--- config.mk ---
export PLATFORM = sky130hd
export DESIGN_NAME = seq_alu
export DESIGN_NICKNAME = d
export VERILOG_FILES = /design/src/rtl/seq_alu.sv
export SDC_FILE = /design/constraint.sdc
export NUM_CORES = 1
export LEC_CHECK = 0
export CORE_MARGIN = 1.5
export CORE_UTILIZATION = 40
export DETAILED_ROUTE_END_ITERATION = 10
export HOLD_SLACK_MARGIN = 0.03
export PLACE_DENSITY_LB_ADDON = 0.1
export SLEW_MARGIN = 20
export SYNTH_ARGS = -nofsm -noshare
export SYNTH_HDL_FRONTEND = slang
export SYNTH_SLANG_ARGS = --single-unit
--- constraint.sdc ---
create_clock -name clk -period 9.08 [get_ports clk]
set_input_delay 0.908 -clock clk [delete_from_list [all_inputs] [get_ports clk]]
set_output_delay 0.908 -clock clk [all_outputs]
set_load 0.01 [all_outputs]
--- src/rtl/seq_alu.sv ---
// Registered execute-stage ALU with start/busy/done handshake.
// MULT runs an iterative shift-add into architectural HI/LO.
module seq_alu #(
    parameter int WIDTH   = 16,
    parameter int SHAMT_W = 4,
    parameter int CMD_W   = 4
) (
    input  logic               clk,
    input  logic               rst,
    input  logic               start,
    input  logic [CMD_W-1:0]   exe_cmd,
    input  logic [WIDTH-1:0]   val1,
    input  logic [WIDTH-1:0]   val2,
    input  logic [SHAMT_W-1:0] shamt,
    output logic               busy,
    output logic               done,
    output logic [WIDTH-1:0]   alu_out,
    output logic               zero,
    output logic               ovf,
    output logic [WIDTH-1:0]   hi,
    output logic [WIDTH-1:0]   lo
);

    localparam logic [CMD_W-1:0] C_ADD  = CMD_W'(0);
    localparam logic [CMD_W-1:0] C_SUB  = CMD_W'(1);
    localparam logic [CMD_W-1:0] C_AND  = CMD_W'(2);
    localparam logic [CMD_W-1:0] C_OR   = CMD_W'(3);
    localparam logic [CMD_W-1:0] C_NOR  = CMD_W'(4);
    localparam logic [CMD_W-1:0] C_XOR  = CMD_W'(5);
    localparam logic [CMD_W-1:0] C_CLR  = CMD_W'(6);
    localparam logic [CMD_W-1:0] C_SLL  = CMD_W'(7);
    localparam logic [CMD_W-1:0] C_SRL  = CMD_W'(8);
    localparam logic [CMD_W-1:0] C_SRA  = CMD_W'(9);
    localparam logic [CMD_W-1:0] C_MULT = CMD_W'(10);
    localparam logic [CMD_W-1:0] C_MFHI = CMD_W'(11);
    localparam logic [CMD_W-1:0] C_MFLO = CMD_W'(12);

    typedef enum logic {IDLE, MUL} state_t;

    state_t               state, state_nxt;
    logic [SHAMT_W-1:0]   cnt;
    logic [2*WIDTH-1:0]   acc, mcand, acc_nxt;
    logic [WIDTH-1:0]     mplier;
    logic [WIDTH-1:0]     b_eff, sum, result;
    logic                 res_ovf, accept, is_mult, last;

    assign busy    = (state == MUL);
    assign accept  = (state == IDLE) && start;
    assign is_mult = (exe_cmd == C_MULT);
    assign last    = (cnt == SHAMT_W'(WIDTH-1));
    assign acc_nxt = mplier[0] ? acc + mcand : acc;

    // SUB goes through the same adder with a two's-complement operand
    assign b_eff = (exe_cmd == C_SUB) ? ~val2 + 1'b1 : val2;
    assign sum   = val1 + b_eff;

    always_ff @(posedge clk) begin
        if (rst) state <= IDLE;
        else     state <= state_nxt;
    end

    always_comb begin
        state_nxt = state;
        case (state)
            IDLE: if (accept && is_mult) state_nxt = MUL;
            MUL:  if (last) state_nxt = IDLE;
        endcase
    end

    always_comb begin
        result  = '0;
        res_ovf = 1'b0;
        case (exe_cmd)
            C_ADD, C_SUB: begin
                result  = sum;
                res_ovf = (val1[WIDTH-1] == b_eff[WIDTH-1]) &&
                          (sum[WIDTH-1] != val1[WIDTH-1]);
            end
            C_AND:  result = val1 & val2;
            C_OR:   result = val1 | val2;
            C_NOR:  result = ~(val1 | val2);
            C_XOR:  result = val1 ^ val2;
            C_CLR:  result = '0;
            C_SLL:  result = val1 << shamt;
            C_SRL:  result = val1 >> shamt;
            C_SRA:  result = $signed(val1) >>> shamt;
            C_MFHI: result = hi;
            C_MFLO: result = lo;
            default: result = '0;
        endcase
    end

    always_ff @(posedge clk) begin
        if (rst) begin
            done    <= 1'b0;
            alu_out <= '0;
            zero    <= 1'b0;
            ovf     <= 1'b0;
            hi      <= '0;
            lo      <= '0;
            cnt     <= '0;
            acc     <= '0;
            mcand   <= '0;
            mplier  <= '0;
        end else begin
            done <= 1'b0;
            if (accept) begin
                if (is_mult) begin
                    mcand  <= {{WIDTH{1'b0}}, val1};
                    mplier <= val2;
                    acc    <= '0;
                    cnt    <= '0;
                end else begin
                    alu_out <= result;
                    zero    <= (result == '0);
                    ovf     <= res_ovf;
                    done    <= 1'b1;
                end
            end else if (busy) begin
                acc    <= acc_nxt;
                mcand  <= mcand << 1;
                mplier <= mplier >> 1;
                cnt    <= cnt + 1'b1;
                if (last) begin
                    hi      <= acc_nxt[2*WIDTH-1:WIDTH];
                    lo      <= acc_nxt[WIDTH-1:0];
                    alu_out <= acc_nxt[WIDTH-1:0];
                    zero    <= (acc_nxt[WIDTH-1:0] == '0);
                    ovf     <= 1'b0;
                    done    <= 1'b1;
                end
            end
        end
    end

endmodule

Word level (Yosys, flattened, before mapping) --
Cells that the tools add are included.
Storage, ports and cells: register bits after elaboration 136, bits of input ports 43, output and inout bits 52, word-level logic and storage cells 88
Operators by class: $add $sub $neg 4, eq/ne operators 16, shift-type cells 3, mux-type cells 35, bitwise operators 7, reduce and logical (&&, ||, !) cells 12
Operators by type and width (number):
- 32-bit two-way mux | 7
- 16-bit one-hot mux with 10 select lines | 1
- 16-bit two-way mux | 8
- 32-bit adder | 1
- 16-bit logical NOT | 2
- 16-bit inverter | 2
- 4-bit equality test, second input constant | 6
- 16-bit by 1-bit adder with 16-bit output, second input constant | 1
- 16-bit adder | 1
- 16-bit bitwise AND | 1
- 16-bit bitwise OR | 1
- 16-bit by 4-bit left shift with 16-bit output | 1
- 16-bit by 4-bit right shift with 16-bit output | 1
- 16-bit by 4-bit >>> shifter with 16-bit output | 1
- 16-bit XOR | 1
- 1-bit two-way mux | 15
- 4-bit by 3-bit equality test with 1-bit output, second input constant | 3
- 4-bit two-way mux | 3
- 4-bit by 2-bit equality test with 1-bit output, second input constant | 2
- 3-bit AND reduction | 2
- 4-bit by 1-bit adder with 4-bit output, second input constant | 1
- 4-bit by 1-bit equality test with 1-bit output, second input constant | 1
- 4-bit logical NOT | 1
- 2-bit nonzero test | 2
- other kinds (9) | 12

Depth between registers and ports, before layout --
Gate-level depths: netlist of the first run.
depth in word-level cells 9, depth in mapped cells 16, depth with buffers taken out 15

Worst setup path before layout of the first run --
No wires, ideal clock.
path type input port to flip-flop, from in exe_cmd[1], to reg alu_out[15], library setup time 0.117 ns, arrival time 4.298 ns, data required time 8.963 ns, setup slack 4.664 ns, cell stages on the path 16, path buffers 2, cell sequence buf_2 -> nor3_1 -> nand2_1 -> clkbuf_1 -> a31oi_1 -> xnor2_1 -> ha_1 -> o21a_1 -> o21a_1 -> a211o_2 -> a2111oi_2 -> or4b_4 -> a211oi_2 -> mux2i_1 -> or3_1 -> a32o_1
On the way: longest elaborated chain between the ends 6, elaborated cells on any way between the ends 20, those cells by class 1 x add/sub; 12 x eq/ne; 4 x mux; 3 x reduce/logical
RTL lines:
- start, declared | line 11 | input logic [CMD_W-1:0] exe_cmd,
- 4-bit by 1-bit equality test with 1-bit output | line 54, 73
- 16-bit two-way mux | line 54 | assign b_eff = (exe_cmd == C_SUB) ? ~val2 + 1'b1 : val2;
- 16-bit adder | line 55 | assign sum = val1 + b_eff;
- 16-bit one-hot mux with 10 select lines | line 73 | case (exe_cmd)
- 16-bit two-way mux | line 108 | if (is_mult) begin
- 16-bit two-way mux | line 107 | if (accept) begin
- end signal, assigned | line 114 | alu_out <= result;
- end signal, assigned | line 127 | alu_out <= acc_nxt[WIDTH-1:0];
- end, declared | line 17 | output logic [WIDTH-1:0] alu_out,
Several ways; a longest one is shown, not always the timed one. The select of a mux whose other input is x is not followed. A chain may end at the register's enable or synchronous reset.

Worst setup path in the final report of the first run --
Same ends and word-level chain as after synthesis.

==> flow_metrics.env, run 1 <==
export IMPL_wl_per_cell_um=23.01
export IMPL_yosysWarnings=0
export IMPL_synthSimpleGateAreaFrac_pct=23.35
export IMPL_place_hpwl_mm=33.14
export IMPL_crit_slowest_cell="clkdlybuf4s50_1"
export IMPL_antenna_left=0
export IMPL_clock_path_buffers=2
export IMPL_clk_latency_ns=0.44
export IMPL_finalWeightedCongestion=0.9460
export IMPL_io_pins=95
export IMPL_min_path_type="reg2reg"
export IMPL_synthCells=1514
export IMPL_fp_dieH_um=173.6
export IMPL_arrival_ns=5.90
export IMPL_power_leakage_nw=5.109
export IMPL_tightest_slew_ns=0.9932
export IMPL_via_count=11760
export IMPL_async_flop_share_pct=0
export IMPL_rsz0062_at_grt="false"
export IMPL_core_area_mm2=0.02870
export IMPL_cpMostUsedCell="a211oi_2"
export IMPL_cts_buffers=17
export IMPL_crit_path_start_kind="input pin"
export IMPL_use_met1_pct=38.65
export IMPL_path_cells="clkdlybuf4s50_1 -> nor3_2 -> buf_4 -> nand2_1 -> mux2_2 -> ha_1 -> a211oi_2 -> o21ai_2 -> a211o_2 -> a2111oi_2 -> or4b_4 -> a211oi_2 -> mux2i_1 -> or3_1 -> a32o_1"
export IMPL_die_area_mm2=0.03013
export IMPL_synthXorXnorAreaFrac_pct=3.010
export IMPL_htreeDepth=4
export IMPL_overflow=0
export IMPL_post_route_util_pct=46.58
export IMPL_outcome="finished clean"
export IMPL_crit_fanout=29
export IMPL_dpl_instance_area_mm2=0.01273
export IMPL_timing_reg2reg_worst_path_depth=11
export IMPL_synth_top_family_by_area="compound AO/OA/AOI/OAI gates"
export IMPL_maxCapViolations=0
export IMPL_synth_fa_ha_area_share_pct=9.159
export IMPL_synth_flop_cell="dfxtp_1"
export IMPL_drive_above_1_share_pct=8.617
export IMPL_die_x_um=173.6
export IMPL_fin_worst_skew_ns=0.01350
export IMPL_synth_area_top_cells="dfxtp_1, ha_1, nand2_1"
export IMPL_finalSetupTns_ns=0
export IMPL_grt_pass1_vias=11250
export IMPL_synthMuxAreaShare_pct=9.837
export IMPL_max_stage_delay_ns=0.92
export IMPL_cts_setup_buffers=0
export IMPL_required_ns=9.41
export IMPL_syn_nets=1641
export IMPL_reg2reg_to="zero$_SDFFE_PP0P_"
export IMPL_reg2reg_slack_ns=5.62
export IMPL_fin_crit_ns=5.566
export IMPL_clkTransAtPathRegs_ns=0.07
export IMPL_cts_root_buffer_cell="clkbuf_16"
export IMPL_drc=0
export IMPL_cts_sinks=136
export IMPL_routed_via_density=6.063
export IMPL_crit_end="alu_out[15]$_SDFFE_PP0P_"
export IMPL_synth_area_mm2=0.01164
export IMPL_wirelength_mm=44.62
export IMPL_slew_viol_final=0
export IMPL_area_delta_synth_final_pct=14.88
export IMPL_synth_edf_count=0
export IMPL_crit_type="in2reg"
export IMPL_irDropWorstVdd_uv=94.52
export IMPL_synth_top_cell_area_share_pct=23.39
export IMPL_drt_iter0_drc=899
export IMPL_layout_nets=1669
export IMPL_grt_max_degree=72
export IMPL_cts_tree="built"
export IMPL_setup_viol=0
export IMPL_crit_path_start="exe_cmd[1]"
export IMPL_setup_slack_ns=3.514
export IMPL_antenna_found_initial=0
export IMPL_start_util_pct=40.55
export IMPL_synth_avg_cell_area_um2=7.687
export IMPL_grt_met2_usage_pct=49.67
export IMPL_n_antenna_cell=0
export IMPL_numPortBuffers=94
export IMPL_synth_compound_area_share_pct=24.98
export IMPL_totalPowerFinal_w=0.001739
export IMPL_reg2reg_from="acc[0]$_SDFFE_PP0P_"
export IMPL_top_usage_layer="met2"
export IMPL_rows=62
export IMPL_yosysTopAreaCell="dfxtp_1"
export IMPL_post_route_period_util_pct=61.30
export IMPL_cts_resized=0
export IMPL_synth_seq_cells=136
export IMPL_drt_pass1_iterations=5
export IMPL_ys_seq_area_share_pct=23.39
export IMPL_hold_buffers=0
export IMPL_powerDensity_mw_per_mm2=130.1
export IMPL_grt_usage_pct=29.39
export IMPL_endpoint_kind="register"
export IMPL_synth_cell_types=87
export IMPL_hold_viol=0
export IMPL_place_ws_ns=3.099
export IMPL_grt_first_pass_wirelength_mm=68.48
export IMPL_fin_area_mm2=0.01337
export IMPL_fmax_mhz=179.7
export IMPL_maxSlewHeadroom_pct=33.58
export IMPL_grt_use_met3_pct=2.654
where the power goes:
part           leakage [nW]  switching [W]  internal [W]  total (W)
clock                 0.303       0.000290      0.000469   0.000758
sequential             1.10     0.00000757      0.000608   0.000615
combinational          3.71       0.000225      0.000141   0.000366
total                  5.11       0.000522       0.00122    0.00174
routing by layer:
metal	wire, um	share of wire (%)
met3	1618	3.6
met2	21630	48
met5	0	0
met1	19870	45
met4	1501	3.4
cell families after synthesis:
kind of cell               after synthesis
muxes                                   82
and+or+nand+nor                        585
AOI/OAI and AO/OA                      430
buffers and inverters                  157
adders and majority gates               84
xor gates and xnor gates                40
DFF                                    136
how the worst min path moves through the flow:
stage | end | startpoint | slack, ns | cells after the start
after floorplan | mplier[15]$_SDFFE_PP0P_ | mplier[15]$_SDFFE_PP0P_ | 0.45 | 2
after global placement | alu_out[8]$_SDFFE_PP0P_ | alu_out[8]$_SDFFE_PP0P_ | 0.44 | 2
after detailed placement | alu_out[8]$_SDFFE_PP0P_ | alu_out[8]$_SDFFE_PP0P_ | 0.44 | 2
after CTS | alu_out[8]$_SDFFE_PP0P_ | alu_out[8]$_SDFFE_PP0P_ | 0.45 | 2
after global routing | alu_out[14]$_SDFFE_PP0P_ | alu_out[14]$_SDFFE_PP0P_ | 0.48 | 2
final | alu_out[8]$_SDFFE_PP0P_ | alu_out[8]$_SDFFE_PP0P_ | 0.45 | 2
cell usage after synthesis (7+ instances only):
library cell and instances:
a211o_1 7, buf_1 11, o31ai_1 7, and3_1 13, inv_1 43, mux2i_1 39
clkbuf_1 71, nor3_1 44, nand3_1 61, o21ai_0 51, a311oi_1 33, buf_6 10
nand2b_1 12, a211oi_1 30, buf_2 14, a221oi_1 15, nand2_1 192, nand3b_1 11
mux2_2 19, nor2b_1 19, a31oi_1 19, dfxtp_1 136, xnor2_1 26, o22ai_1 9
nand4_1 13, o211ai_1 11, a21oi_1 136, mux4_2 24, xor2_1 14, nor2_1 169
a22oi_1 12, and2_1 7, or3_1 9, ha_1 82, o21a_1 14, a21o_1 22
o2111ai_1 7
through the flow:
stage / hold WS [ns] / std cells
floorplan: 0.4481 / 1514
global placement: 0.4397 / 1907
detailed placement: 0.4435 / 1907
CTS: 0.4518 / 1939
global route: 0.4784 / 1939
finish: 0.4521 / 1939
layout make-up:
type / count / area (um2)
Inverter: 45 / 168.9
Timing Repair Buffer: 121 / 1131
Multi-Input combinational cell: 1221 / 8229
Clock inverter: 14 / 196.4
Sequential cell: 136 / 2725
Fill cell: 2951 / 15330
Clock buffer: 18 / 439.2
Tap cell: 384 / 480.5
sequential cells by signal, indices dropped and copies added, names as in the netlist:
name / flops
mplier: 16
hi: 16
ovf: 1
zero: 1
cnt: 4
done: 1
mcand: 32
alu_out: 16
busy: 1
lo: 16
acc: 32
cells in the final DEF, fill, tap and decap left out, types with 14 or more instances in the layout:
master,netlist,routed
a221oi_1,15,15
nor2b_1,19,18
dfxtp_1,136,134
nand2_1,192,191
a211oi_1,30,30
xnor2_1,26,26
xor2_1,14,14
nor3_1,44,43
a311oi_1,33,33
mux2i_1,39,39
clkbuf_16,0,17
a21oi_1,136,136
buf_4,2,28
o21ai_0,51,51
ha_1,82,82
mux4_2,24,24
a21o_1,22,22
mux2_2,19,19
o21a_1,14,14
nand3_1,61,60
inv_1,43,43
a31oi_1,19,19
nor2_1,169,168
clkdlybuf4s50_1,0,91
critical path, delay by kind of cell:
kind | cells | cell delay, ns
buffers and inverters | 2 | 1.22
AOI/OAI and AO/OA | 6 | 1.61
adders and majority gates | 1 | 0.31
muxes | 2 | 0.55
and+or+nand+nor | 4 | 1.29
(Power assumes the default switching activity.)
==> run 2: changes to the inputs <==
clock period = 5.8 ns   (was 9.08 ns; I/O delays follow)
==> flow_metrics.env, run 2 (same netlist as run 1, synthesis figures left out) <==
export IMPL_finalWeightedCongestion=1.013
export IMPL_die_x_um=173.6
export IMPL_worst_hold_path_num_cells=2
export IMPL_grt_usage_pct=29.11
export IMPL_cts_tree="built"
export IMPL_drt_pass1_iterations=5
export IMPL_wirelength_mm=44.37
export IMPL_post_route_period_util_pct=74.01
export IMPL_setup_viol=0
export IMPL_setup_slack_ns=1.507
export IMPL_min_to="alu_out[10]$_SDFFE_PP0P_"
export IMPL_hold_viol=0
export IMPL_cts_root_buffer_cell="clkbuf_16"
export IMPL_dp_cells=1909
export IMPL_place_hpwl_mm=32.67
export IMPL_final_cell_mix="nand2_1, nor2_1, a21oi_1, dfxtp_1, clkdlybuf4s50_1"
export IMPL_clock_path_buffers=2
export IMPL_grt_first_pass_wirelength_mm=68.01
export IMPL_routed_via_density=6.075
export IMPL_tightest_slew_ns=1.065
export IMPL_n_antenna_cell=0
export IMPL_fp_dieH_um=173.6
export IMPL_via_count=11790
export IMPL_maxCapViolations=0
export IMPL_maxSlewHeadroom_pct=28.42
export IMPL_irDropWorstVdd_uv=159.5
export IMPL_top_regs="acc x32, mcand x32"
export IMPL_n_fill_cell=2881
export IMPL_cts_sinks=136
export IMPL_crit_fanout=13
export IMPL_clkTransAtPathRegs_ns=0.07
export IMPL_power_leakage_nw=5.120
export IMPL_seqCellArea_mm2=0.002725
export IMPL_arrival_ns=4.64
export IMPL_wl_per_cell_um=22.86
export IMPL_reg2reg_slack_ns=2.27
export IMPL_crit_path_start_kind="input pin"
export IMPL_clk_latency_ns=0.44
export IMPL_grt_max_degree=71
export IMPL_place_ws_ns=1.096
export IMPL_fin_cells=1941
export IMPL_cts_buffers=17
export IMPL_core_area_mm2=0.02870
export IMPL_fmax_mhz=233.0
export IMPL_rsz0062_at_grt="false"
export IMPL_hold_start="alu_out[10]$_SDFFE_PP0P_"
export IMPL_area_delta_synth_final_pct=14.90
export IMPL_rows=62
export IMPL_reg2reg_from="acc[0]$_SDFFE_PP0P_"
export IMPL_slew_viol_final=0
export IMPL_htreeDepth=4
export IMPL_fin_worst_skew_ns=0.01588
export IMPL_cts_resized=0
export IMPL_multi_input_area_mm2=0.008220
export IMPL_min_path_type="reg2reg"
export IMPL_crit_path_start="exe_cmd[1]"
export IMPL_antenna_found_initial=0
export IMPL_grt_pass1_vias=11110
export IMPL_start_util_pct=40.55
export IMPL_reg2reg_to="zero$_SDFFE_PP0P_"
export IMPL_hold_buffers=0
export IMPL_overflow=0
export IMPL_die_area_mm2=0.03013
export IMPL_crit_type="in2reg"
export IMPL_final_common_cell="nand2_1"
export IMPL_required_ns=6.15
export IMPL_layout_nets=1671
export IMPL_finalSetupTns_ns=0
export IMPL_numPortBuffers=94
export IMPL_io_pins=95
export IMPL_antenna_left=0
export IMPL_endpoint_kind="register"
export IMPL_fin_crit_ns=4.293
export IMPL_timing_reg2reg_worst_path_depth=11
export IMPL_drc=0
export IMPL_cts_setup_buffers=0
export IMPL_outcome="finished clean"
export IMPL_drive_above_1_share_pct=8.735
export IMPL_drt_iter0_drc=900
export IMPL_powerDensity_mw_per_mm2=204.4
[run 2: cell types whose count changed in the layout (fill, tap and decap cells not counted)]
cell	before	now
nor4b_2	0	1
clkinv_4	3	1
nor4b_4	1	0
buf_4	28	30
inv_8	0	5
bufinv_16	4	3
inv_6	2	5
clkbuf_8	1	0
clkinvlp_4	3	1
clkinv_2	2	0
[run 2: layout make-up]
cell class,instances,area share [%]
clock buffer,17,3.181
clock inverter,15,1.544
inverter,45,1.263
multi-input combinational,1221,61.47
sequential,136,20.38
tap,384,3.593
timing repair buffer,123,8.570
[run 2: worst max-delay path by stage]
stage | end | slack [ns] | cells past startpoint
final | zero$_SDFFE_PP0P_ | 1.51 | 14
after global routing | zero$_SDFFE_PP0P_ | 1.31 | 15
after CTS | alu_out[15]$_SDFFE_PP0P_ | 1.55 | 14
after detailed placement | zero$_SDFFE_PP0P_ | 1.10 | 14
after global placement | alu_out[15]$_SDFFE_PP0P_ | 1.12 | 14
after floorplan | alu_out[15]$_SDFFE_PP0P_ | 1.71 | 16
[run 2: power by group]
group | switching (W) | internal (W) | total (W)
Sequential | 0.0000121 | 0.000951 | 0.000963
Clock | 0.000500 | 0.000699 | 0.00120
Combinational | 0.000351 | 0.000220 | 0.000572
[run 2: through the flow]
stage          total power, W  hold slack (ns)  util (%)  cell area, um2
6_report             0.002734           0.4537     46.59           13370
5_1_grt              0.002842           0.4671     46.59           13370
4_1_cts              0.002740           0.4531     46.59           13370
3_5_place_dp         0.001544           0.4448     44.39           12740
3_3_place_gp         0.001546           0.4430     44.39           12740
2_1_floorplan        0.001359           0.4481         -           11640
[run 2: per-layer routing]
layer | track usage [%] | routed length [um]
met1 | 38.21 | 19400
met2 | 48.88 | 21210
met3 | 3.114 | 2155
met4 | 11.71 | 1608
met5 | 0 | 0
[run 2: worst max-delay path, stage by stage]
cell and delay, ns:
clkdlybuf4s50_1 0.44, nor3_2 0.22, nand2_1 0.35, mux2_2 0.41
ha_1 0.31, a211oi_2 0.36, o21ai_2 0.13, a211o_2 0.34
a21oi_1 0.17, xnor2_1 0.08, a221o_1 0.36, nor4_1 0.52
nand4_1 0.16, o31ai_1 0.19
==> run 3: changes to the inputs <==
clock period = 4 ns   (was 5.8 ns; I/O delays follow)
==> flow_metrics.env, run 3 (same netlist as run 1, synthesis figures left out) <==
export IMPL_endpoint_kind="register"
export IMPL_cts_buffers=17
export IMPL_core_area_mm2=0.02870
export IMPL_antenna_found_initial=0
export IMPL_wl_met2_mm=22.04
export IMPL_maxCapViolations=0
export IMPL_arrival_ns=4.12
export IMPL_overflow=0
export IMPL_area_delta_synth_final_pct=20.74
export IMPL_grt_first_pass_wirelength_mm=70.28
export IMPL_setup_viol=0
export IMPL_clk_latency_ns=0.44
export IMPL_slew_viol_final=0
export IMPL_fin_cells=2035
export IMPL_intPower_w=0.002661
export IMPL_place_ws_ns=-0.2251
export IMPL_grt_max_degree=61
export IMPL_final_common_cell="nand2_1"
export IMPL_p_comb_share_pct=23.7
export IMPL_highest_layer="met4"
export IMPL_setup_slack_ns=0.2092
export IMPL_finalWeightedCongestion=0.9785
export IMPL_irDropWorstVdd_uv=329.6
export IMPL_cts_sinks=136
export IMPL_drt_met1_wl_mm=19.81
export IMPL_crit_slowest_cell="clkdlybuf4s50_1"
export IMPL_hold_buffers=0
export IMPL_min_path_type="in2reg"
export IMPL_via_count=12160
export IMPL_rsz0062_at_grt="false"
export IMPL_cts_tree="built"
export IMPL_maxSlewHeadroom_pct=35.01
export IMPL_n_antenna_cell=0
export IMPL_wl_met3_mm=2.200
export IMPL_die_x_um=173.6
export IMPL_grt_pass1_vias=11540
export IMPL_clkTransAtPathRegs_ns=0.07
export IMPL_drt_iter0_drc=1037
export IMPL_timing_reg2reg_worst_path_depth=11
export IMPL_crit_path_start_kind="input pin"
export IMPL_max_stage_delay_ns=0.46
export IMPL_drt_pass1_iterations=5
export IMPL_dp_cells=2003
export IMPL_powerDensity_mw_per_mm2=281.1
export IMPL_drive_above_1_share_pct=14.17
export IMPL_wl_per_cell_um=22.70
export IMPL_io_pins=95
export IMPL_holdWs_ns=0.4506
export IMPL_htreeDepth=4
export IMPL_crit_type="in2reg"
export IMPL_worst_hold_path_num_cells=2
export IMPL_fp_dieH_um=173.6
export IMPL_cts_root_buffer_cell="clkbuf_16"
export IMPL_fin_worst_skew_ns=0.01885
export IMPL_crit_fanout=6
export IMPL_hold_viol=0
export IMPL_seq_power_share_pct=35.4
export IMPL_routed_via_density=5.973
export IMPL_numPortBuffers=94
export IMPL_grt_usage_pct=30.46
export IMPL_wirelength_mm=46.20
export IMPL_p_sw_share_pct=32.66
export IMPL_fin_crit_ns=3.791
export IMPL_top_regs="acc x32, mcand x32"
export IMPL_place_hpwl_mm=35.49
export IMPL_final_cell_mix="nand2_1, nor2_1, a21oi_1, dfxtp_1, buf_4"
export IMPL_start_util_pct=40.55
export IMPL_drc=0
export IMPL_rows=62
export IMPL_clock_path_buffers=2
export IMPL_path_cells="clkdlybuf4s50_1 -> nor3_2 -> nand2_1 -> a21oi_1 -> xnor2_1 -> ha_1 -> o21a_1 -> o21a_1 -> a211o_2 -> a2111oi_2 -> or4b_4 -> a211oi_2 -> mux2i_1 -> or3_1 -> a32o_1"
export IMPL_required_ns=4.33
export IMPL_n_fill_cell=2875
export IMPL_outcome="finished clean"
export IMPL_fmax_mhz=263.8
export IMPL_p_clk_share_pct=41.0
export IMPL_tightest_slew_ns=0.9674
export IMPL_die_area_mm2=0.03013
export IMPL_power_leakage_nw=5.547
export IMPL_post_route_period_util_pct=94.77
export IMPL_switching_power_w=0.001290
export IMPL_antenna_left=0
export IMPL_layout_nets=1765
export IMPL_cpMostUsedCell="o21a_1"
## run 3: changes by cell type in the layout (fill, tap and decap cells not counted)
cell        delta
a2111oi_2      +1
buf_4         +94
a311oi_1       -1
clkinv_4       +1
a311oi_2       +1
a211oi_1       -2
a211oi_2       +2
inv_8          -1
a2111oi_1      -1
bufinv_16      -2
clkinvlp_4     +2
## run 3: layout make-up
type | count | area [um2] | share of cell area (%)
Inverter | 45 | 168.9 | 1.202
Timing Repair Buffer | 217 | 1852 | 13.18
Clock buffer | 17 | 425.4 | 3.027
Multi-Input combinational cell | 1221 | 8242 | 58.65
Sequential cell | 136 | 2725 | 19.39
Clock inverter | 15 | 158.9 | 1.131
Tap cell | 384 | 480.5 | 3.419
## run 3: power groups by stage
stage,Clock [W],Combinational (W),Sequential [W]
global placement,0,0.000916,0.00143
detailed placement,0,0.000915,0.00143
floorplan,0,0.000544,0.00143
global route,0.00170,0.00100,0.00140
finish,0.00162,0.000935,0.00140
CTS,0.00166,0.000922,0.00140
## run 3: path summary, 6_finish.rpt
kind	startpoint	endpoint	slack (ns)
hold / removal	rst	acc[9]$_SDFFE_PP0P_	0.45
setup reg to reg	mcand[0]$_SDFFE_PP0P_	zero$_SDFFE_PP0P_	0.69
setup / recovery	exe_cmd[1]	alu_out[15]$_SDFFE_PP0P_	0.21
hold reg to reg	alu_out[8]$_SDFFE_PP0P_	alu_out[8]$_SDFFE_PP0P_	0.46
## run 3: critical path: cells and delay by family
family,cells,cell delay [ns]
mux,1,0.13
xor+xnor,1,0.20
fa+ha+maj,1,0.31
compound gates,7,1.62
buf+inv,1,0.46
simple gates,4,1.01
## run 3: what timing repair did
action	CTS	global route
endpoints found under the setup margin	0	1
endpoints found under the hold margin	0	0
resized for setup	0	4
setup buffers	0	0
## run 3: routing by layer
| metal | GRT usage [%] | vias to the layer above |
|---|---|---|
| met4 | 14.62 | 0 |
| met5 | 0 | - |
| met1 | 39.46 | 5876 |
| met2 | 50.65 | 377 |
| met3 | 3.355 | 81 |
| li1 | - | 5821 |
## run 3: per-stage QoR
stage               cell area, um2  power (W)  util, %  setup TNS [ns]
floorplan                    11640   0.001970        -               0
global placement             13450   0.002344    46.85         -0.4855
detailed placement           13450   0.002344    46.85         -0.5272
CTS                          14030   0.003976    48.88               0
global route                 14050   0.004099    48.96               0
finish                       14050   0.003951    48.96               0
==> RTL change 1 (config.mk and constraints of run 1) <==
Register the output `hi` once more, with the module's reset; this adds one clock of latency there. The other outputs are not delayed to match.
--- a/src/rtl/seq_alu.sv
+++ b/src/rtl/seq_alu.sv
@@ -37,4 +37,6 @@
 
     typedef enum logic {IDLE, MUL} state_t;
+
+    logic [WIDTH-1:0] hi_s0;
 
     state_t               state, state_nxt;
@@ -85,5 +87,5 @@
             C_SRL:  result = val1 >> shamt;
             C_SRA:  result = $signed(val1) >>> shamt;
-            C_MFHI: result = hi;
+            C_MFHI: result = hi_s0;
             C_MFLO: result = lo;
             default: result = '0;
@@ -97,5 +99,5 @@
             zero    <= 1'b0;
             ovf     <= 1'b0;
-            hi      <= '0;
+            hi_s0   <= '0;
             lo      <= '0;
             cnt     <= '0;
@@ -123,5 +125,5 @@
                 cnt    <= cnt + 1'b1;
                 if (last) begin
-                    hi      <= acc_nxt[2*WIDTH-1:WIDTH];
+                    hi_s0   <= acc_nxt[2*WIDTH-1:WIDTH];
                     lo      <= acc_nxt[WIDTH-1:0];
                     alu_out <= acc_nxt[WIDTH-1:0];
@@ -134,4 +136,12 @@
     end
 
+    always_ff @(posedge clk) begin
+        if (rst) begin
+            hi <= '0;
+        end else begin
+            hi <= hi_s0;
+        end
+    end
+
 endmodule
 
Function: same outputs for any inputs over 4 cycles, from zero or initial values and one cycle with rst high; that may be too few to reach the edited logic, so the function may still have changed.
==> RTL change 1 against run 1 <==
  * Via count increased by 5.5%
  * Total power increased by 3.9%
  * Maximum frequency decreased by 4.6%
  * Sequential cell count increased by 16
  * First-iteration DRC count increased by 25%
  * Routed wire length increased by 7.5%
  * Global-route usage increased by 1.1 points
  * Cell area increased by 4.4%
  * Worst setup slack got worse by 270 ps
  * Area after synthesis increased by 5.1%
  * Die area increased by 5.0%
  * Largest cell class unchanged
  * Largest power group unchanged
==> RTL change 1: results (changes against run 1) <==
Clock tree
  • # H-tree levels: 4 (unchanged)
  • Post-CTS sizing: 0 (unchanged)
  • Clock slew at reported path FFs: 70 ps (about the same)
  • Clk_lat worst skew: 440 ps (about the same)
  • Total CTS buffers: 17 (unchanged)
  • Post-CTS Setup Inserts: 0 (unchanged)
  • Maximum root-to-sink buffer count: 2 (unchanged)
  • CTS root buffer: clkbuf_16 (unchanged)

Cells and area
  • Fillers: 3030 (was 2951)
  • Biggest regs: acc (32), mcand (32) (unchanged)
  • N_diodes: 0 (unchanged)
  • Share of cells above drive strength 1: 7.582% (was 8.617%)
  • NumNets Final: 1723 (was 1669)

Worst hold path
  • Tightest Hold Check Type: reg -> reg (unchanged)

Synth
  • Compound-Gate Fraction of Synth Area: 23.91% (was 24.98%)
  • Post-synthesis mux area share: 9.763% (was 9.837%)
  • Ys Warns: 0 (unchanged)
  • Sequential area share after synthesis: 24.89% (was 23.39%)
  • Synth cell types: 79 (was 87)
  • Top cells by area, synth: dfxtp_1 25%, ha_1 8.4%, nor2_1 6.0% (was dfxtp_1 23%, ha_1 8.8%, nand2_1 6.2%)
  • Synth Area in XOR/XNOR: 3.080% (was 3.010%)
  • Synth Area in Adders: 8.719% (was 9.159%)
  • Async set-or-reset flop fraction in the synthesized netlist: 0% (unchanged)
  • Top FF cell, synth: dfxtp_1 (unchanged)
  • Commonest cells in the netlist: 197 x nor2_1, 169 x nand2_1, 152 x dfxtp_1, 122 x a21oi_1, 95 x clkbuf_1 (was 192 x nand2_1, 169 x nor2_1, 136 x a21oi_1, 136 x dfxtp_1, 82 x ha_1)

Drt
  • Metal2 WL: 20960 um (was 21630 um)
  • Initial DRC count: 1128 (was 899)
  • Uppermost routed layer: met4 (unchanged)
  • Vias per inst: 6.202 (was 6.063)
  • Detailed Routing Iterations Pass 1: 5 (unchanged)
  • Final wirelength: 47950 um (was 44620 um)
  • Met3 WL: 3096 um (was 1618 um)
  • Wl on met1: 22680 um (was 19870 um)

Placed design
  • GP Congestion: 1.012 (was 0.9460)
  • Post-DP Area: 0.01334 mm^2 (was 0.01273 mm^2)
  • Dpl hpwl: 35640 um (was 33140 um)
  • Port bufs: 94 (unchanged)

Pwr
  • Peak VDD IR: 108.1 uV (was 94.52 uV)
  • LEAKAGE: 5.545 nW (was 5.109 nW)

STA
  • Pins Over Slew Limit: 0 (unchanged)
  • Worst clock skew: 11.91 ps (was 13.50 ps)
  • Worst-Margin Slew: 1169 ps (was 993.2 ps)

Global route
  • Routing usage on met1: 44.54% (was 38.65%)
  • Met2 global-route usage: 46.01% (was 49.67%)
  • Global Route met3 Usage: 4.070% (was 2.654%)
  • Initial antenna violation count: 0 (unchanged)
  • Vias in the first global route: 11340 (was 11250)
  • Pin count of the biggest net entering global routing: 79 (was 72)
  • Total GRT Usage: 30.49% (was 29.39%)
  • First-pass GRT wire length: 71630 um (was 68480 um)

Setup path
  • Crit path arrival time: 6180 ps (was 5900 ps)
  • Crit Path Max Fanout: 37 (was 29)

Outcome
  • Outcome: finished, final reports clean (unchanged)
## RTL change 1: cell count changes after synthesis, sizes merged, moves of 16 or more
cell and delta:
clkbuf +21, dfxtp +16, and3 +21, nand3 -19, nand2 -24, nor2 +28
## RTL change 1: power by group
group	leakage, nW	internal, mW	switching (mW)
sequential	1.23	0.678	0.0101
clock	0.294	0.417	0.329
combinational	4.02	0.140	0.233
total	5.54	1.24	0.572
## RTL change 1: worst max-delay path, stage by stage
cell and delay, ps:
clkdlybuf4s50_1 390, buf_4 250, nor3_2 760, nand2_1 480, a31oi_1 310, xnor2_1 100, ha_1 360, and3_1 200
a22oi_1 140, a2111oi_0 640, nor3_1 190, o31ai_1 370, a2111o_1 220, nand2_1 50, or4_1 530, a311oi_2 250
## RTL change 1: worst paths after layout
kind                      startpoint                       to  slack, ps  depth (start not counted)
max                       exe_cmd[3]        zero$_SDFFE_PP0P_       3250                         16
min          alu_out[7]$_SDFFE_PP0P_  alu_out[7]$_SDFFE_PP0P_        460                          2
max reg2reg      acc[0]$_SDFFE_PP0P_     acc[30]$_SDFFE_PP0P_       5190                         11
min reg2reg  alu_out[7]$_SDFFE_PP0P_  alu_out[7]$_SDFFE_PP0P_        460                          2
## RTL change 1: per-stage QoR
step / setup WS (ps) / cells
after detailed placement: 2873 / 1967
after CTS: 3307 / 1999
after global routing: 2792 / 1999
final: 3247 / 1999
after global placement: 2898 / 1967
after floorplan: 4432 / 1581
## RTL change 1: area by class of cell
class                      count  area (um^2)  share of cell area, %
clock buffer                  17        425.4                  3.049
inverter                      56        210.2                  1.506
multi-input combinational   1246         8458                  60.61
clock inverter                15        182.7                  1.309
timing repair buffer         123         1146                  8.213
tap                          390        488.0                  3.497
sequential                   152         3044                  21.81
==> RTL change 2 (flow settings as in run 1) <==
Made on the original files. Set the parameter `SHAMT_W` to 3 (it was 4).
--- a/src/rtl/seq_alu.sv
+++ b/src/rtl/seq_alu.sv
@@ -3,5 +3,5 @@
 module seq_alu #(
     parameter int WIDTH   = 16,
-    parameter int SHAMT_W = 4,
+    parameter int SHAMT_W = 3,
     parameter int CMD_W   = 4
 ) (
Interface: changed (resized shamt); port bits go from 95 to 94. No check against the original RTL was run, so the function may have changed too.
==> RTL change 2 against run 1 <==
  * Sequential cell count decreased by 1
  * Total power decreased by 0.72%
  * Maximum frequency increased by 9.1%
  * Worst setup slack improved by 460 ps
  * Routed wire length decreased by 6.1%
  * Sequential power about the same
  * Hold slack improved by 11 ps
  * Die area decreased by 4.3%
  * Cell area decreased by 3.4%
  * Area after synthesis decreased by 4.4%
  * Via count decreased by 3.9%
  * Critical endpoint is now alu_out[14]$_SDFFE_PP0P_
  * Highest routed layer unchanged
==> RTL change 2: results (changes against run 1) <==
STA
  • Max Clk Rate: 0.1960 GHz (was 0.1797 GHz)
  • Worst hold margin: 463.1 ps (was 452.1 ps)
  • Worst clock skew: 19.82 ps (was 13.50 ps)

Synth
  • Synth cell types: 86 (was 87)
  • Sequential area share after synthesis: 24.29% (was 23.39%)
  • Commonest cells in the netlist: 176 x nand2_1, 143 x nor2_1, 135 x dfxtp_1, 121 x a21oi_1, 83 x ha_1 (was 192 x nand2_1, 169 x nor2_1, 136 x a21oi_1, 136 x dfxtp_1, 82 x ha_1)
  • Syn Nets: 1570 (was 1641)
  • Top cells by area, synth: dfxtp_1 24%, ha_1 9.3%, nand2_1 5.9% (was dfxtp_1 23%, ha_1 8.8%, nand2_1 6.2%)
  • Post-synthesis cell count: 1443 (was 1514)

Cells and area
  • Share of cells above drive strength 1: 8.367% (was 8.617%)
  • Fillers: 2713 (was 2951)
  • FF+latch area: 0.002705 mm^2 (was 0.002725 mm^2)

Global route
  • Routing usage on met1: 40.15% (was 38.65%)
  • Pin count of the biggest net entering global routing: 73 (was 72)
  • First-pass GRT wire length: 63880 um (was 68480 um)
  • Vias in the first global route: 10440 (was 11250)
  • Global Route met3 Usage: 3.451% (was 2.654%)
  • Total GRT Usage: 29.07% (was 29.39%)

Drt
  • Wl on met1: 19020 um (was 19870 um)
  • Final wirelength: 41920 um (was 44620 um)
  • Detailed Routing Iterations Pass 1: 6 (was 5)
  • Metal2 WL: 18640 um (was 21630 um)
  • Met3 WL: 2607 um (was 1618 um)
  • Initial DRC count: 1113 (was 899)
  • Post-DR wirelength/cell: 22.61 um (was 23.01 um)
  • Via count: 11300 (was 11760)

Setup path
  • Worst reg2reg path depth: 10 (was 11)
  • R2r startpoint: mcand[2]$_SDFFE_PP0P_ (was acc[0]$_SDFFE_PP0P_)
  • Crit path arrival time: 5420 ps (was 5900 ps)
  • CP max stage delay: 890 ps (was 920 ps)
  • Crit Path Max Fanout: 23 (was 29)

Placed design
  • Post-DP Area: 0.01227 mm^2 (was 0.01273 mm^2)
  • Worst slack at placement: 3645 ps (was 3099 ps)
  • Port bufs: 93 (was 94)
  • GP Congestion: 1.001 (was 0.9460)
  • Placed cells: 1823 (was 1907)
  • Dpl hpwl: 30930 um (was 33140 um)

Pwr
  • Peak VDD IR: 104.8 uV (was 94.52 uV)
  • LEAKAGE: 5.090 nW (was 5.109 nW)
  • P_int: 1.200 mW (was 1.217 mW)

Outcome
  • Outcome: finished, final reports clean (unchanged)

Worst hold path
  • Worst hold start: alu_out[6]$_SDFFE_PP0P_ (was alu_out[8]$_SDFFE_PP0P_)
  • Worst Hold End: alu_out[6]$_SDFFE_PP0P_ (was alu_out[8]$_SDFFE_PP0P_)
-- RTL change 2: cell types whose count changed after synthesis, moves of 7 or more --
cell      delta
and2_1       +7
a21oi_1     -15
mux4_2      -11
nor2_1      -26
buf_6        -9
nand2_1     -16
o21a_1       -8
nor3_1      -15
nor4_1       +9
nand3_1     -11
or2_2        +8
nand3b_1     -8
a221oi_1     -9
a22oi_1     +16
-- RTL change 2: logic make-up after synthesis --
kind of cell	after synthesis	share of synthesized area (%)
simple gates	526	22.17
compound gates	425	26.36
buf+inv	153	5.477
flops	135	24.29
fa+ha+maj	85	9.694
mux	80	8.941
xor+xnor	39	3.070
-- RTL change 2: power by group through the flow --
stage                     Combinational, mW  Clock (mW)  Sequential (mW)
after floorplan                       0.214           0            0.626
after global placement                0.330           0            0.628
after detailed placement              0.330           0            0.628
after CTS                             0.331       0.786            0.615
after global routing                  0.363       0.813            0.616
final                                 0.337       0.775            0.615
-- RTL change 2: how the worst max path moves through the flow --
| stage | start | end | slack [ps] | cells past startpoint |
|---|---|---|---|---|
| global route | exe_cmd[1] | alu_out[12]$_SDFFE_PP0P_ | 3670 | 16 |
| floorplan | exe_cmd[1] | alu_out[14]$_SDFFE_PP0P_ | 4960 | 16 |
| finish | exe_cmd[1] | alu_out[14]$_SDFFE_PP0P_ | 3980 | 16 |
| global placement | exe_cmd[1] | alu_out[14]$_SDFFE_PP0P_ | 3730 | 16 |
| CTS | exe_cmd[1] | alu_out[14]$_SDFFE_PP0P_ | 4070 | 16 |
| detailed placement | exe_cmd[1] | alu_out[14]$_SDFFE_PP0P_ | 3640 | 16 |
-- RTL change 2: final cells by class --
cell class,instances,area share [%]
multi-input combinational,1155,60.83
sequential,135,20.94
timing repair buffer,112,8.253
tap,372,3.603
clock buffer,17,3.293
clock inverter,14,1.656
inverter,49,1.424
